File: src/rtl/mem_arbiter_pkg.sv
// Shared types for the single-port memory arbiter: FSM states and access owners.
package mem_arbiter_pkg;

    typedef enum logic {
        ST_IDLE = 1'b0,
        ST_BUSY = 1'b1
    } state_e;

    typedef enum logic {
        OWN_I = 1'b0,
        OWN_D = 1'b1
    } owner_e;

    function automatic owner_e other_owner(input owner_e o);
        return (o == OWN_I) ? OWN_D : OWN_I;
    endfunction

endpackage

File: src/rtl/mem_arbiter_grant_sel.sv
// Combinational winner selection: priority to D with alternation when both request,
// and only the non-owner may issue in the ack cycle of the outstanding access.
module mem_arbiter_grant_sel
    import mem_arbiter_pkg::*;
(
    input  logic   if_req,
    input  logic   d_req,
    input  state_e state,
    input  owner_e owner,
    input  owner_e last_grant,
    input  logic   ack,
    output logic   grant_valid,
    output owner_e grant_owner
);

    logic other_req;

    always_comb begin
        // NOTE: every output gets a default first so no path leaves it unassigned (no latch).
        grant_valid = 1'b0;
        grant_owner = OWN_I;
        other_req   = (owner == OWN_I) ? d_req : if_req;

        if (state == ST_IDLE) begin
            if (if_req && d_req) begin
                grant_valid = 1'b1;
                grant_owner = (last_grant == OWN_D) ? OWN_I : OWN_D;
            end else if (d_req) begin
                grant_valid = 1'b1;
                grant_owner = OWN_D;
            end else if (if_req) begin
                grant_valid = 1'b1;
                grant_owner = OWN_I;
            end
        end else if (ack && other_req) begin
            // The owner's req is still up for the access that is finishing now.
            grant_valid = 1'b1;
            grant_owner = other_owner(owner);
        end
    end

endmodule

File: src/rtl/mem_arbiter.sv
// Arbitrates fetch and load/store traffic onto one single-port memory with a fixed
// read latency, one access outstanding at a time; drives valids and pipeline stalls.
module mem_arbiter
    import mem_arbiter_pkg::*;
#(
    parameter int ADDR_W  = 32,
    parameter int DATA_W  = 32,
    parameter int MEM_LAT = 1
) (
    input  logic              clk,
    input  logic              rst_n,
    input  logic              if_req,
    input  logic [ADDR_W-1:0] if_addr,
    output logic [DATA_W-1:0] if_rdata,
    output logic              if_valid,
    output logic              if_stall,
    input  logic              d_req,
    input  logic              d_we,
    input  logic [ADDR_W-1:0] d_addr,
    input  logic [DATA_W-1:0] d_wdata,
    output logic [DATA_W-1:0] d_rdata,
    output logic              d_valid,
    output logic              d_stall,
    output logic              mem_en,
    output logic              mem_we,
    output logic [ADDR_W-1:0] mem_addr,
    output logic [DATA_W-1:0] mem_wdata,
    input  logic [DATA_W-1:0] mem_rdata
);

    localparam int CNT_W = $clog2(MEM_LAT + 1);

    state_e           state_q, state_d;
    owner_e           owner_q, owner_d;
    owner_e           last_grant_q, last_grant_d;
    logic [CNT_W-1:0] cnt_q, cnt_d;

    logic   ack;
    logic   grant_valid;
    owner_e grant_owner;

    assign ack = (state_q == ST_BUSY) && (cnt_q == CNT_W'(MEM_LAT));

    mem_arbiter_grant_sel u_grant_sel (
        .if_req      (if_req),
        .d_req       (d_req),
        .state       (state_q),
        .owner       (owner_q),
        .last_grant  (last_grant_q),
        .ack         (ack),
        .grant_valid (grant_valid),
        .grant_owner (grant_owner)
    );

    always_comb begin
        state_d      = state_q;
        owner_d      = owner_q;
        last_grant_d = last_grant_q;
        cnt_d        = cnt_q;

        if (grant_valid) begin
            state_d      = ST_BUSY;
            owner_d      = grant_owner;
            last_grant_d = grant_owner;
            cnt_d        = CNT_W'(1);
        end else if (ack) begin
            state_d = ST_IDLE;
            cnt_d   = '0;
        end else if (state_q == ST_BUSY) begin
            cnt_d = cnt_q + CNT_W'(1);
        end
    end

    always_ff @(posedge clk or negedge rst_n) begin
        if (!rst_n) begin
            state_q      <= ST_IDLE;
            owner_q      <= OWN_I;
            last_grant_q <= OWN_I;
            cnt_q        <= '0;
        end else begin
            // NOTE: non-blocking so every flop samples the pre-edge value of the others.
            state_q      <= state_d;
            owner_q      <= owner_d;
            last_grant_q <= last_grant_d;
            cnt_q        <= cnt_d;
        end
    end

    // Every output is forced low during reset, including the purely combinational ones.
    always_comb begin
        mem_en    = 1'b0;
        mem_we    = 1'b0;
        mem_addr  = '0;
        mem_wdata = '0;
        if_valid  = 1'b0;
        d_valid   = 1'b0;
        if_rdata  = '0;
        d_rdata   = '0;
        if_stall  = 1'b0;
        d_stall   = 1'b0;

        if (rst_n) begin
            if (grant_valid) begin
                mem_en = 1'b1;
                if (grant_owner == OWN_D) begin
                    mem_we    = d_we;
                    mem_addr  = d_addr;
                    mem_wdata = d_wdata;
                end else begin
                    mem_addr = if_addr;
                end
            end

            if (ack) begin
                if (owner_q == OWN_I) begin
                    if_valid = 1'b1;
                    if_rdata = mem_rdata;
                end else begin
                    d_valid = 1'b1;
                    d_rdata = mem_rdata;
                end
            end

            if_stall = if_req & ~if_valid;
            d_stall  = d_req & ~d_valid;
        end
    end

endmodule
File: config.mk
export PLATFORM = sky130hd
export DESIGN_NAME = mem_arbiter
export DESIGN_NICKNAME = d
export VERILOG_FILES = /design/src/rtl/mem_arbiter_pkg.sv /design/src/rtl/mem_arbiter_grant_sel.sv /design/src/rtl/mem_arbiter.sv
export SDC_FILE = /design/constraint.sdc
export NUM_CORES = 1
export LEC_CHECK = 0
export BUFFER_PORTS_ARGS = -buffer_cell sky130_fd_sc_hd__clkbuf_2
export CAP_MARGIN = 10
export CORE_AREA = 4 4 102 104
export DETAILED_ROUTE_END_ITERATION = 12
export DIE_AREA = 0 0 106 108
export GPL_ROUTABILITY_DRIVEN = 1
export PLACE_DENSITY_LB_ADDON = 0.05
export SLEW_MARGIN = 15
export SYNTH_ARGS = -nofsm -noshare
export SYNTH_HDL_FRONTEND = slang
export SYNTH_HIERARCHICAL = 1
export SYNTH_SLANG_ARGS = --single-unit
File: constraint.sdc
create_clock -name clk -period 2.6 [get_ports clk]
set_clock_uncertainty 0.2 [all_clocks]
set_input_delay 0.39 -clock clk [delete_from_list [all_inputs] [get_ports clk]]
set_output_delay 0.39 -clock clk [all_outputs]
set_load 0.02 [all_outputs]
==> impl_metrics.csv <==
group,metric,value,unit
worst_setup_path,crit_path_end_kind,"output pin",
run,cap_violations,0,
cts,cts.reportedPaths.clkPinSlew,0.03,ns
grt,antenna_found_initial,0,
worst_setup_path,crit_required,2.01,ns
grt,overflow,0,
timing,rsz0062_at_grt,"no",
synth,synthCells,247,
synth,synth_top_family_by_area,"simple AND/OR/NAND/NOR gates",
cts,cts_root_buf,"clkbuf_8",
timing,max_freq,408.3,MHz
detailed_routing,drc,0,
final_layout,syn2layout_area_growth,112.1,%
cts,clock-sinks,3,
cts,cts_max_level,1,
timing,timing.max_slew.rel_slack,74.17,%
worst_setup_path,cp.arrival,1.86,ns
cts,cts_tree,"built",
timing,hold_viol,0,
cts,post-cts-setup-buffer-count,0,
detailed_routing,first_pass_iters,4,
final_layout,final_nets,639,
timing,finalSetupTns,0,ns
floorplanning,die_area,11450,sq um
final_layout,final_layout_size_suffix_gt1_share,56.83,%
detailed_routing,viasPerCell,4.017,
final_layout,final_cell_mix,"266 x clkbuf_2, 97 x nor2_1, 33 x and2_1",
worst_hold_path,min_path_type,"in2reg",
timing,period_share,94.21,%
floorplanning,core_area,9549,sq um
synth,syn_nets,380,
timing,drv_slew,0,
detailed_routing,num_vias,2563,
floorplanning,die_y,108,um
synth,synth_xor_area_share,0,%
worst_setup_path,crit_slowest_cell,"dfrtp_1",
grt,grt_max_degree,37,
pwr,power.leakage,0.001826,uW
floorplanning,rows,36,
grt,grt_pass1_wl,11.65,mm
worst_setup_path,crit_type,"reg2out",
placement,place_congestion,0.7682,
cts,cts_buffers,3,
timing,worst_slew_pin_slew,0.3866,ns
pwr,ir_drop,0.3138,mV
floorplanning,start_util,14.79,%
synth,synth.avg_cell_area,5.719,sq um
grt,grt_pass1_vias,2260,
synth,synth.cell_area,1413,sq um
floorplanning,die_w,106,um
detailed_routing,drt_wl_total,8.689,mm
placement,io_buffers,266,
final_layout,diodes,0,
worst_setup_path,critPathLaunchType,"register",
outcome,status,"finished, final reports clean",
timing,finalSetupViolCount,0,
timing,period_minus_slack,2.449,ns
synth,synthAdderAreaFrac,0,%
floorplanning,io_pins,267,
synth,yosys.area_share.simple,56.07,%
detailed_routing,ant_nets,0,
synth,synth_compound_area_share,4.074,%
grt,grtUsageTotal,12.50,%
detailed_routing,wl_per_cell,13.62,um
worst_setup_path,crit_fanout,16,
placement,dp_hpwl,6.825,mm
synth,ys_ff_latch,3,
placement,preCtsSetupSlack,0.1159,ns
cts,clkLatencyLatePin,0.21,ns
synth,muxShareOfSynthArea,22.67,%
timing,finalWorstSetupSlack,0.1506,ns
pwr,powerDensity,710.4,nW/um^2
cts,clock_path_buffers,2,
detailed_routing,drt-initial-drc-count,109,
synth,yosysUniqueCellTypes,22,
worst_setup_path,cpPeakStageDelay,0.36,ns
synth,ys_seq_area_share,5.314,%
final_layout,mostFrequentLayoutCell,"clkbuf_2",
worst_setup_path,path_cells,"nand2_2, inv_2, inv_1, o21ai_2, o211a_4, and3_4, and2_1, clkbuf_2",
synth,yosys_warnings,6,
stage by stage:
step	instance area [sq um]	hold slack, ns	total power (uW)	utilization, %	cells
finish	2997	0.3943	2129	31.38	638
global route	2997	0.4228	2320	31.38	638
CTS	2890	0.4551	2014	30.27	633
detailed placement	2831	0.04613	1869	29.65	628
global placement	2831	0.04546	1882	29.65	628
floorplan	1413	-0.1056	1341	-	247
synth_stat cells, drive strengths merged:
cell    instances  share of area (%)
nor2           97                 26
and2           33                 15
mux2i          32                 23
nand3          31                 11
buf            12                5.0
clkbuf         12                5.6
nand2          10                2.7
inv             5                1.3
dfrtp           3                5.3
a21oi           2               0.71
nor3            2               0.71
o21ai           2               0.97
a21o            1               0.53
a22o            1               0.62
and3            1               0.53
o211a           1               0.71
o21bai          1               0.53
or2b            1               0.80
worst max-delay path, delay by kind of cell (launching register included):
kind                   cells  cell delay, ns
AOI/OAI and AO/OA          2            0.43
and+or+nand+nor            3            0.55
DFF                        1            0.36
buffers and inverters      3            0.30
worst paths after layout:
kind / start / endpoint / slack, ns / depth (start not counted)
max in group asynchronous: rst_n / cnt_q / 1.53 / 2
setup reg to reg: state_q / last_grant_q / 0.96 / 8
hold reg to reg: cnt_q / cnt_q / 0.46 / 3
hold / removal: if_req / state_q / 0.39 / 3
setup / recovery: state_q / mem_wdata[29] / 0.15 / 8
min in group asynchronous: rst_n / last_grant_q / 0.51 / 2
cell families (layout without fill, tap and decap cells):
family,count (synthesis),in the layout
muxes,32,32
and+or+nand+nor,175,177
buffers and inverters,29,285
DFF,3,3
AOI/OAI and AO/OA,8,8
repair_timing:
item,4_1_cts,5_1_grt
hold buffers,1,0
gates resized for setup,1,8
cloned,0,5
pin swaps,0,2
hold endpoints to repair,3,0
setup endpoints to repair,33,65
report_power, final:
group	switching (uW)	total [uW]	internal, uW
logic	1190	1910	712
clock network	28.0	132	104
registers	23.3	91.3	68.0
total	1240	2130	884
state kept, by name, indices dropped and copies added (netlist names):
register	cells
last_grant_q	1
state_q	1
cnt_q	1
per-layer routing:
metal / GRT usage (%) / wire (um) / vias to the layer above / part of all wire (%)
met5: 0 / 0 / - / 0
met4: 3.238 / 112 / 0 / 1.3
met3: 2.866 / 694 / 8 / 8.0
met2: 23.50 / 4574 / 129 / 53
met1: 14.23 / 3308 / 1108 / 38
li1: - / - / 1318 / -
final cells by class:
type | instances | area [sq um]
inverters | 5 | 18.77
clock buffers | 4 | 45.04
well taps | 133 | 166.4
repair buffers | 276 | 1476
fillers | 1107 | 6553
flip-flops and latches | 3 | 75.07
multi-input cells | 217 | 1215
Note: power is estimated with default switching activity, not from simulation.
